### src/rtl/sfifo_pkg.sv
// Shared constants and elaboration-time helpers for the sfifo_flags FIFO.
// The optional FIFO_FWFT_EN build macro is consumed by sfifo_flags.sv.
package sfifo_pkg;

    localparam int DEF_WIDTH     = 8;
    localparam int DEF_DEPTH     = 16;
    localparam int DEF_AFULL_TH  = 12;
    localparam int DEF_AEMPTY_TH = 2;

    // Ceiling log2; returns 0 for v <= 1.
    function automatic int clog2(input int v);
        int r;
        r = 0;
        while ((1 << r) < v) r++;
        return r;
    endfunction

    function automatic bit depth_ok(input int depth);
        return (depth >= 2) && ((depth & (depth - 1)) == 0);
    endfunction

    function automatic bit thresholds_ok(input int depth, input int afull_th,
                                         input int aempty_th);
        return (afull_th >= 1) && (afull_th <= depth) &&
               (aempty_th >= 0) && (aempty_th < depth);
    endfunction

    function automatic bit width_ok(input int width);
        return width >= 1;
    endfunction

endpackage

### src/rtl/sfifo_if.sv
// Producer/consumer-facing bundle of the FIFO. The FIFO uses the slave modport;
// the block driving writes/reads and observing status uses master.
interface sfifo_if import sfifo_pkg::*; #(
    parameter int WIDTH = DEF_WIDTH,
    parameter int DEPTH = DEF_DEPTH
);
    localparam int CW = clog2(DEPTH) + 1;

    logic [WIDTH-1:0] din;
    logic             wr_en;
    logic             rd_en;
    logic             clr_err;
    logic [WIDTH-1:0] dout;
    logic             full;
    logic             empty;
    logic             almost_full;
    logic             almost_empty;
    logic [CW-1:0]    count;
    logic             overflow;
    logic             underflow;

    modport master (
        output din, wr_en, rd_en, clr_err,
        input  dout, full, empty, almost_full, almost_empty, count,
               overflow, underflow
    );

    modport slave (
        input  din, wr_en, rd_en, clr_err,
        output dout, full, empty, almost_full, almost_empty, count,
               overflow, underflow
    );

endinterface

### src/rtl/sfifo_ram.sv
// DEPTH x WIDTH storage: one synchronous write port, one asynchronous read port.
// Contents are deliberately not reset.
module sfifo_ram import sfifo_pkg::*; #(
    parameter int WIDTH = DEF_WIDTH,
    parameter int DEPTH = DEF_DEPTH,
    parameter int AW    = clog2(DEPTH)
) (
    input  logic             clk,
    input  logic             i_we,
    input  logic [AW-1:0]    i_waddr,
    input  logic [WIDTH-1:0] i_wdata,
    input  logic [AW-1:0]    i_raddr,
    output logic [WIDTH-1:0] o_rdata
);

    logic [WIDTH-1:0] r_mem [DEPTH];

    always_ff @(posedge clk) begin
        if (i_we) r_mem[i_waddr] <= i_wdata;
    end

    assign o_rdata = r_mem[i_raddr];

endmodule

### src/rtl/sfifo_flags.sv
// Single-clock FIFO with occupancy count, almost-full/empty thresholds and
// sticky error flags. Define FIFO_FWFT_EN for first-word-fall-through output.
module sfifo_flags import sfifo_pkg::*; #(
    parameter int WIDTH     = DEF_WIDTH,
    parameter int DEPTH     = DEF_DEPTH,
    parameter int AFULL_TH  = DEF_AFULL_TH,
    parameter int AEMPTY_TH = DEF_AEMPTY_TH
) (
    input  logic  clk,
    input  logic  rst,
    sfifo_if.slave bus
);

    localparam int AW = clog2(DEPTH);
    localparam int CW = AW + 1;

    if (!width_ok(WIDTH)) begin : g_bad_width
        $error("sfifo_flags: WIDTH must be >= 1");
    end
    if (!depth_ok(DEPTH)) begin : g_bad_depth
        $error("sfifo_flags: DEPTH must be a power of two >= 2");
    end
    if (!thresholds_ok(DEPTH, AFULL_TH, AEMPTY_TH)) begin : g_bad_th
        $error("sfifo_flags: AFULL_TH/AEMPTY_TH out of range");
    end

    logic [AW-1:0]    r_wr_ptr, r_rd_ptr;
    logic [CW-1:0]    r_count;
    logic             r_full, r_empty, r_afull, r_aempty;
    logic             r_ovf, r_udf;

    logic             w_wr_acc, w_rd_acc;
    logic [CW-1:0]    w_count_next;
    logic [WIDTH-1:0] w_rd_data;

    // Acceptance uses the registered flags only, so no request input reaches
    // an output combinationally.
    assign w_wr_acc = bus.wr_en & ~r_full;
    assign w_rd_acc = bus.rd_en & ~r_empty;

    assign w_count_next = r_count + CW'(w_wr_acc) - CW'(w_rd_acc);

    sfifo_ram #(
        .WIDTH (WIDTH),
        .DEPTH (DEPTH),
        .AW    (AW)
    ) u_ram (
        .clk     (clk),
        .i_we    (w_wr_acc),
        .i_waddr (r_wr_ptr),
        .i_wdata (bus.din),
        .i_raddr (r_rd_ptr),
        .o_rdata (w_rd_data)
    );

    always_ff @(posedge clk or posedge rst) begin
        if (rst) begin
            r_wr_ptr <= '0;
            r_rd_ptr <= '0;
            r_count  <= '0;
            r_full   <= 1'b0;
            r_empty  <= 1'b1;
            r_afull  <= 1'b0;
            r_aempty <= 1'b1;
            r_ovf    <= 1'b0;
            r_udf    <= 1'b0;
        end else begin
            if (w_wr_acc) r_wr_ptr <= r_wr_ptr + 1'b1;
            if (w_rd_acc) r_rd_ptr <= r_rd_ptr + 1'b1;
            r_count  <= w_count_next;
            r_full   <= (w_count_next == CW'(DEPTH));
            r_empty  <= (w_count_next == '0);
            r_afull  <= (w_count_next >= CW'(AFULL_TH));
            r_aempty <= (w_count_next <= CW'(AEMPTY_TH));
            // Set has priority over clear.
            r_ovf    <= (bus.wr_en & r_full)  | (r_ovf & ~bus.clr_err);
            r_udf    <= (bus.rd_en & r_empty) | (r_udf & ~bus.clr_err);
        end
    end

`ifdef FIFO_FWFT_EN
    // Head word shown directly from storage; rd_en acknowledges it.
    assign bus.dout = w_rd_data;
`else
    logic [WIDTH-1:0] r_dout;

    always_ff @(posedge clk or posedge rst) begin
        if (rst)           r_dout <= '0;
        else if (w_rd_acc) r_dout <= w_rd_data;
    end

    assign bus.dout = r_dout;
`endif

    assign bus.count        = r_count;
    assign bus.full         = r_full;
    assign bus.empty        = r_empty;
    assign bus.almost_full  = r_afull;
    assign bus.almost_empty = r_aempty;
    assign bus.overflow     = r_ovf;
    assign bus.underflow    = r_udf;

endmodule

### src/flat_wrapper.sv
// flat-port wrapper written by rule: the top's interface ports become plain ports
module sfifo_flags_flat import sfifo_pkg::*;
#(
    parameter int WIDTH     = DEF_WIDTH,
    parameter int DEPTH     = DEF_DEPTH,
    parameter int AFULL_TH  = DEF_AFULL_TH,
    parameter int AEMPTY_TH = DEF_AEMPTY_TH
)
  (clk, rst, bus_din, bus_wr_en, bus_rd_en, bus_clr_err, bus_dout, bus_full, bus_empty, bus_almost_full, bus_almost_empty, bus_count, bus_overflow, bus_underflow);
  sfifo_if #(.WIDTH(WIDTH), .DEPTH(DEPTH)) bus_i ();
  input  logic clk;
  input  logic rst;
  input wire logic [$bits(bus_i.din)-1:0] bus_din;
  input wire logic [$bits(bus_i.wr_en)-1:0] bus_wr_en;
  input wire logic [$bits(bus_i.rd_en)-1:0] bus_rd_en;
  input wire logic [$bits(bus_i.clr_err)-1:0] bus_clr_err;
  output wire logic [$bits(bus_i.dout)-1:0] bus_dout;
  output wire logic [$bits(bus_i.full)-1:0] bus_full;
  output wire logic [$bits(bus_i.empty)-1:0] bus_empty;
  output wire logic [$bits(bus_i.almost_full)-1:0] bus_almost_full;
  output wire logic [$bits(bus_i.almost_empty)-1:0] bus_almost_empty;
  output wire logic [$bits(bus_i.count)-1:0] bus_count;
  output wire logic [$bits(bus_i.overflow)-1:0] bus_overflow;
  output wire logic [$bits(bus_i.underflow)-1:0] bus_underflow;
  assign bus_i.din = bus_din;
  assign bus_i.wr_en = bus_wr_en;
  assign bus_i.rd_en = bus_rd_en;
  assign bus_i.clr_err = bus_clr_err;
  assign bus_dout = bus_i.dout;
  assign bus_full = bus_i.full;
  assign bus_empty = bus_i.empty;
  assign bus_almost_full = bus_i.almost_full;
  assign bus_almost_empty = bus_i.almost_empty;
  assign bus_count = bus_i.count;
  assign bus_overflow = bus_i.overflow;
  assign bus_underflow = bus_i.underflow;
  sfifo_flags #(.WIDTH(WIDTH), .DEPTH(DEPTH), .AFULL_TH(AFULL_TH), .AEMPTY_TH(AEMPTY_TH)) u_core (.clk(clk), .rst(rst), .bus(bus_i));
endmodule
### config.mk
export PLATFORM = sky130hd
export DESIGN_NAME = sfifo_flags_flat
export DESIGN_NICKNAME = d
export VERILOG_FILES = /design/src/rtl/sfifo_pkg.sv /design/src/rtl/sfifo_if.sv /design/src/rtl/sfifo_ram.sv /design/src/rtl/sfifo_flags.sv /design/src/flat_wrapper.sv
export SDC_FILE = /design/constraint.sdc
export NUM_CORES = 1
export LEC_CHECK = 0
export ABC_AREA = 1
export ABC_CLOCK_PERIOD_IN_PS = 3000
export CAP_MARGIN = 20
export CORE_ASPECT_RATIO = 1.75
export CORE_MARGIN = 1
export CORE_UTILIZATION = 50
export CTS_BUF_LIST = sky130_fd_sc_hd__clkbuf_4 sky130_fd_sc_hd__clkbuf_8
export CTS_CLUSTER_SIZE = 25
export DETAILED_ROUTE_END_ITERATION = 7
export PLACE_DENSITY = 0.78
export SLEW_MARGIN = 5
export SYNTH_ARGS = -nofsm -noshare
export SYNTH_HDL_FRONTEND = slang
export SYNTH_SLANG_ARGS = --single-unit
### constraint.sdc
create_clock -name clk -period 3 [get_ports clk]
set_clock_uncertainty 0.05 [all_clocks]
set_input_delay 0.3 -clock clk [delete_from_list [all_inputs] [get_ports clk]]
set_output_delay 0.3 -clock clk [all_outputs]
set_load 0.05 [all_outputs]
=== Yosys cells after proc, flatten, opt, wreduce, memory -nomap -nowiden ===
Memories as Yosys holds them, arrays and structs flattened. A register that Yosys moved wholly into a read port is not among the register bits.
Cells that the tools add are included.

* Flip-flop bits (word level): 19
* Latch bits: 0
* Memory bits (writable): 128
* ROM bits: 0
* Input port bits: 13
* Output and inout port bits: 19
* Logic and storage cells: 31
* Memories kept: 1

{| class="wikitable"
|+ Memory list
! name !! words !! bits a word !! rd ports !! clocked after Yosys merged registers in !! write ports !! RTL line !! text
|-
| u_core.u_ram.r_mem || 16 || 8 || 1 || 1 || 1 || sfifo_ram.sv:16 || <nowiki>logic [WIDTH-1:0] r_mem [DEPTH];</nowiki>
|}

* Add/sub/neg operators: 4
* $mul: 0
* Div/mod/pow operators: 0
* Magnitude comparators: 2
* Equal/unequal tests: 1
* Shifts and indexed selects: 0
* Muxes and demuxes: 2
* Bitwise operators: 11
* Reductions and logical operators: 1

{| class="wikitable"
|+ Operator list
! operator !! number
|-
| 4-bit by 1-bit adder with 4-bit output (second input constant) || 2
|-
| 1-bit bitwise AND || 6
|-
| 5-bit by 1-bit adder with 5-bit output || 1
|-
| 5-bit == test (second input constant) || 1
|-
| 5-bit by 4-bit greater-or-equal comparator with 1-bit output (second input constant) || 1
|-
| 5-bit by 2-bit less-or-equal comparator with 1-bit output (second input constant) || 1
|-
| 5-bit zero test || 1
|-
| 5-bit by 1-bit subtractor with 5-bit output || 1
|-
| 1-bit inverter || 3
|-
| 1-bit 2-to-1 mux || 2
|-
| 1-bit bitwise OR || 2
|}

=== Longest topological paths before layout ===
* Depth after elaboration: 5
* Mapped depth: 12
* Mapped depth without buffers: 11

=== Modules after synthesis ===
A second synthesis with hierarchy kept.

* Cells, all modules: 688
* Area, all modules: 6921.6 µm²

{| class="wikitable"
|+ Modules (own cells, without submodules)
! module !! times used !! cells each !! area each (µm²) !! seq. area each (µm²)
|-
| sfifo_ram || 1 || 543 || 5606.6 || 3843.7
|-
| sfifo_flags || 1 || 145 || 1315.0 || 678.2
|}

=== Worst setup path after synthesis ===
OpenSTA, ideal clock, no wires.

* Kind: register to register
* Start point: reg u_core.r_empty, in the netlist u_core.bus.empty
* End point: reg u_core.r_empty, in the netlist u_core.bus.empty
* Library setup time: 0.068 ns
* Data arrival time: 2.471 ns
* Required time: 2.882 ns
* Setup slack: 0.411 ns
* Cell stages (with the launch flop): 12
* Buffers on the path: 1
* Clock period less this slack: 2.589 ns
* Cell sequence: dfstp_2 nor2_1 buf_2 ha_1 inv_1 ha_1 inv_1 fa_1 o21ai_1 xor2_1 inv_1 nor2_1

* Longest elaborated chain between the ends: 4

{| class="wikitable"
|+ RTL lines
! item !! RTL line !! text
|-
| start, declared || sfifo_flags.sv:29 || <nowiki>logic r_full, r_empty, r_afull, r_aempty;</nowiki>
|-
| start signal, assigned || sfifo_flags.sv:72 || <nowiki>r_empty <= (w_count_next == '0);</nowiki>
|-
| 1-bit inverter || sfifo_flags.sv:39 || <nowiki>assign w_rd_acc = bus.rd_en & ~r_empty;</nowiki>
|-
| 1-bit bitwise AND || sfifo_flags.sv:39 ||
|-
| via u_core.w_rd_acc || sfifo_flags.sv:32 || <nowiki>logic w_wr_acc, w_rd_acc;</nowiki>
|-
| 5-bit by 1-bit subtractor with 5-bit output || sfifo_flags.sv:41 || <nowiki>assign w_count_next = r_count + CW'(w_wr_acc) - CW'(w_rd_acc);</nowiki>
|-
| via u_core.w_count_next[4] || sfifo_flags.sv:33 || <nowiki>logic [CW-1:0] w_count_next;</nowiki>
|-
| 5-bit zero test || sfifo_flags.sv:72 ||
|}

The timed path passes the listed nets, and every way through them passes these cells.
A chain may end at the register's enable or synchronous reset.

=== Worst setup path after layout ===
* Start point: reg u_core.r_empty, in the netlist u_core.bus.empty
* End point: reg u_core.r_aempty, in the netlist u_core.bus.almost_empty

* Longest elaborated chain between the ends: 4

{| class="wikitable"
|+ RTL lines
! item !! RTL line !! text
|-
| 1-bit inverter || sfifo_flags.sv:39 ||
|-
| 1-bit bitwise AND || sfifo_flags.sv:39 ||
|-
| 5-bit by 1-bit subtractor with 5-bit output || sfifo_flags.sv:41 ||
|-
| via u_core.w_count_next[4] || sfifo_flags.sv:33 ||
|-
| 5-bit by 2-bit less-or-equal comparator with 1-bit output || sfifo_flags.sv:74 || <nowiki>r_aempty <= (w_count_next <= CW'(AEMPTY_TH));</nowiki>
|-
| end signal, assigned || sfifo_flags.sv:74 ||
|-
| end, declared || sfifo_flags.sv:29 ||
|}

The timed path passes the listed nets, and every way through them passes these cells.

==> metrics.txt <==
final hold viol count=0; # setup viols final=0; routing usage on met1=between 20 and 25%; antenna-violating nets left=0; Rel. slew slack=between 40% and 50%; clock latency on the worst-skew pair=between 0.4 and 0.5 ns; post-synthesis average cell area=around 10 um2; most common cell after layout, fill and taps aside=sky130_fd_sc_hd__nand2_1; HPWL after detailed placement=roughly 10 mm; Synth Warn #=0; clock root cell=sky130_fd_sc_hd__clkbuf_8; setup TNS after final layout=0 ns; via-per-instance ratio=roughly 5; placer congestion estimate=slightly below 0.9; area grow syn2layout=11.2%; Ports=32; count of distinct cell types in the synthesized netlist=25; Synth Net Count=around 710; proportion of synthesized chip area in sequential cells=around two thirds; TritonCTS clock tree=built; netlist area before placement=around 6900 um2; maximum number of pins on one net before global-route repair=76; Max Buffers Root-to-Sink=2; global routing usage on met3=just under 4%; largest voltage drop on the vdd net=around 0.94 mV; largest fanout of any net on the critical path=3; remaining design rule violation count=0; post-CTS setup buffer count=0; total die area=14,300 um2; wire length reported by the detailed router=about 15 mm; area taken by multi-input logic gates=1710 um2; DR WL/cell=between 15 and 20 um; maximum operating frequency=435 MHz; number of buffers created by CTS=17; number of nets in the layout=741; Initial Utilization=about half; Die Width=approximately 90 um; critical path endpoint category=flip-flop; Syn Inst Count=687; chip height=about 160 um; post-route worst hold slack=just over 0.07 ns; global-route wire length before repair=24.1 mm; share of the synthesized area in compound gates (AO/OA/AOI/OAI)=less than 1%; routing layer with the top usage in global route=met2; most frequently used flop master after synthesis=sky130_fd_sc_hd__edfxtp_1; max-cap violation count=0; worst slack at placement=0.335 ns; total power divided by cell area=between 900 and 1000 nW/um2; post-synthesis share of cell area spent on and, or, nand and nor gates=approximately a fifth; final period utilization=76.6%; hold_buf cts=0; share of layout cells above drive strength 1=under 10%; kind of start point of the critical path=flip-flop; clock tree sinks=~160; port buffer count=31; total of flip-flops plus latches after synthesis=between 150 and 200; worst endpoint required time=roughly 3.3 ns; combinational family with the most area after synthesis=simple AND/OR/NAND/NOR gates; worst setup margin=0.702 ns; xor and xnor area share after synthesis=under 10%; first-pass iteration count of the detailed router=5; most frequent cells in the layout=sky130_fd_sc_hd__nand2_1, sky130_fd_sc_hd__edfxtp_1, sky130_fd_sc_hd__inv_1; vias after detailed routing=around 4,600; setup repair after global routing missed its margin=no; H-Tree Depth=4; area of the placeable core=roughly 13,000 um2; leakage=around 3.4 nW; antenna violations before repair=0; number of synthesized flops with an enable pin=128; All-Layer GR Usage=22.9%; launching instance or port of the critical path=u_core.bus.empty$_DFF_PP1_; adder and majority cell fraction of the synthesized area=2.10%; Inserted Diodes=0; Starting DRT DRC Count=roughly 420; launch point of the worst reg-to-reg path=u_core.bus.empty$_DFF_PP1_; slew at the pin with the worst max-slew slack=roughly 0.87 ns; sum of overflow across all layers after global routing=0; max-slew violation count=0; vias in the first global route=about 4,700; M2 GR Usage=between 40% and 50%; fraction of synthesis flops using an asynchronous set or reset pin=approximately 17%; Arr. time, crit path=about 2.6 ns; type of the setup path with the least slack=reg2reg; Hold Crit Class=in2async; mux cell area share after synthesis=0%; Final min period=2.30 ns; filler cell count in the final layout=between 1,000 and 1,500; outcome=completed; PostCTS Resize Cnt=0; Clock Pin Slew Worst Setup and Hold Paths=0.08 ns; sequential cell area=approximately 4500 um2; num rows=56
==> power breakdown <==
group / switching (mW) / total, mW / internal [mW]
registers: 0.206 / 2.91 / 2.71
clock network: 0.751 / 1.51 / 0.761
logic: 2.26 / 3.21 / 0.956
==> flip-flops by register name (all words and copies together) (netlist names) <==
name and count:
u_core.bus.almost_empty 1, u_core.bus.almost_full 1, u_core.bus.count 5, u_core.bus.dout 8
u_core.bus.empty 1, u_core.bus.full 1, u_core.bus.overflow 1, u_core.bus.underflow 1
u_core.r_rd_ptr 4, u_core.r_wr_ptr 4, u_core.u_ram.r_mem 128
==> metal layers <==
metal | up-vias | wire length [um]
met1 | 2223 | 5450
met3 | 40 | 703
li1 | 2223 | -
met2 | 163 | 8400
met5 | - | 0
met4 | 0 | 697
==> cell families (layout without fill, tap and decap cells) <==
group           Yosys count  in the layout
compound gates            9              9
flops                   155            155
fa+ha+maj                11             11
xor+xnor                  9              9
simple gates            348            348
buf+inv                 155            197
==> final cells by class <==
type / count / share of cell area, %
Clock buffer: 20 / 3.33
Tap cell: 174 / 2.83
Inverter: 129 / 6.30
Sequential cell: 155 / 58.8
Multi-Input combinational cell: 377 / 22.3
Clock inverter: 11 / 1.58
Timing Repair Buffer: 37 / 4.88
==> worst max-delay path: stages (launching register included) <==
cell and delay [ns]:
sky130_fd_sc_hd__dfstp_2 0.55, sky130_fd_sc_hd__nor2_1 0.06, sky130_fd_sc_hd__ha_1 0.27, sky130_fd_sc_hd__inv_1 0.06, sky130_fd_sc_hd__ha_1 0.16, sky130_fd_sc_hd__inv_1 0.05, sky130_fd_sc_hd__fa_1 0.39, sky130_fd_sc_hd__o21ai_1 0.18
sky130_fd_sc_hd__xor2_1 0.25, sky130_fd_sc_hd__inv_1 0.11, sky130_fd_sc_hd__nor2_1 0.12
==> Yosys cell counts (5+ instances only) <==
library cell | count | area (um2)
sky130_fd_sc_hd__nand2_1 | 231 | 867
sky130_fd_sc_hd__edfxtp_1 | 128 | 3840
sky130_fd_sc_hd__inv_1 | 124 | 465
sky130_fd_sc_hd__nand3_1 | 84 | 420
sky130_fd_sc_hd__dfrtp_1 | 25 | 626
sky130_fd_sc_hd__nor2_1 | 21 | 78.8
sky130_fd_sc_hd__buf_2 | 12 | 60.1
sky130_fd_sc_hd__buf_6 | 10 | 113
sky130_fd_sc_hd__ha_1 | 10 | 125
sky130_fd_sc_hd__or2_1 | 8 | 50.1
sky130_fd_sc_hd__xor2_1 | 8 | 70.1
sky130_fd_sc_hd__inv_2 | 5 | 18.8
==> worst paths after layout <==
path | endpoint | slack (ns) | cells after the start
hold / removal | u_core.bus.dout[3]$_DFFE_PP0P_ | 0.07 | 2
max in group asynchronous | u_core.bus.empty$_DFF_PP1_ | 2.32 | 3
setup / recovery | u_core.bus.almost_empty$_DFF_PP1_ | 0.70 | 10
min in group clk | u_core.bus.underflow$_DFF_PP0_ | 0.40 | 2
setup reg to reg | u_core.bus.almost_empty$_DFF_PP1_ | 0.70 | 10
hold reg to reg | u_core.bus.dout[6]$_DFFE_PP0P_ | 0.44 | 2
==> per-stage QoR <==
stage	instances	utilization, %	instance area [um2]	power, mW
floorplan	687	-	6910	5.32
global placement	871	54.2	7290	6.04
detailed placement	871	54.2	7290	6.14
CTS	902	57.0	7660	7.64
global route	903	57.2	7690	8.11
finish	903	57.2	7690	7.64
Note: power is estimated with default switching activity, not from simulation.
==> RTL edit, RTL diff (same flow settings) <==
`DEF_DEPTH`: 16 -> 32.
--- a/src/rtl/sfifo_pkg.sv
+++ b/src/rtl/sfifo_pkg.sv
@@ -3,7 +3,7 @@
 package sfifo_pkg;
 
     localparam int DEF_WIDTH     = 8;
-    localparam int DEF_DEPTH     = 16;
+    localparam int DEF_DEPTH     = 32;
     localparam int DEF_AFULL_TH  = 12;
     localparam int DEF_AEMPTY_TH = 2;
 
Ports: changed (resized bus_count); port bits go from 32 to 33. No check against the original RTL was run, so the function may have changed too.
==> RTL edit against the original RTL <==
- area after synthesis up 72%
- worst setup slack worse by 74 ps
- sequential cell count up 131
- total power up 71%
- global-route usage up 0.37 points
- routed wire length up 80%
- utilization up 0.14 points
- highest routed layer unchanged
- design area up 74%
==> RTL edit: results (changes against the original RTL) <==
M1 wire length 9.66 mm (+77%); final wirelength 27.4 mm (+80%); Synth area leaders edfxtp_1 (65%), nand2_1 (12%), nand3_1 (8.0%); maximum vdd drop 0.000877 V (-7.2%); number of global-route vias before repair 7958 (+71%); M1 GR Usage 26.0% (+1.3 points); GR met3 Demand/Resource 2.81% (-1.1 points); IO Port Bufs 32 (+3.2%); final net count 1125 (+52%); worst hold slack 255 ps (+184 ps); cell area after placement 12600 sq um (+73%); Met2 Wirelength 14.2 mm (+69%); Placement Setup Slack 359 ps (+24.2 ps); detailed-routed wire length on met3 1.89 mm (+170%); top cells by count, synth nand2_1 (382), edfxtp_1 (256), nand3_1 (189); Clock Latency Late Sink 520 ps (+70 ps); htree depth 2 (-2); pin count of the biggest net entering global routing 132 (+74%); CP arrival 2760 ps (+130 ps); Compound-Gate Fraction of Synth Area 0.989% (+0.30 points); filler cell count 1869 (+66%); syn_nets 1063 (+50%); total track usage 23.3% (+0.37 points); Lkg Pwr 5.13 nW (+49%); share of post-route cells with drive strength above 1 10.3% (+4.1 points); post-detail-place hpwl 17.2 mm (+68%); ys async rst share 10.5% (-6.9 points); Non-Filler Instances 1429 (+58%); M2 GR Usage 41.7% (-0.15 points); post-synth cell types 26 (+4.0%); Adder-Cell Fraction of Synth Area 1.33% (-0.77 points); XOR/XNOR Fraction of Synth Area 0.884% (-0.26 points); status finished, final reports clean
RTL edit: path summary, 6_finish.rpt:
kind,end,cells after the start
min reg2reg,u_core.bus.dout[2],2
max,u_core.bus.full,10
min in group clk,u_core.bus.overflow,2
max in group asynchronous,u_core.r_rd_ptr[0],2
min,u_core.bus.count[3],2
max reg2reg,u_core.bus.full,10
RTL edit: power by group:
group	internal, mW	total, mW	switching [mW]
clock network	1.57	2.92	1.35
registers	4.79	5.11	0.324
logic	1.51	5.03	3.52
RTL edit: layout make-up:
| cell class | count | area (sq um) | area share [%] |
|---|---|---|---|
| Clock buffer | 52 | 647 | 4.84 |
| Clock inverter | 12 | 108 | 0.805 |
| Inverter | 34 | 129 | 0.964 |
| Multi-Input combinational cell | 665 | 2960 | 22.1 |
| Sequential cell | 286 | 8450 | 63.2 |
| Tap cell | 304 | 380 | 2.84 |
| Timing Repair Buffer | 76 | 701 | 5.24 |
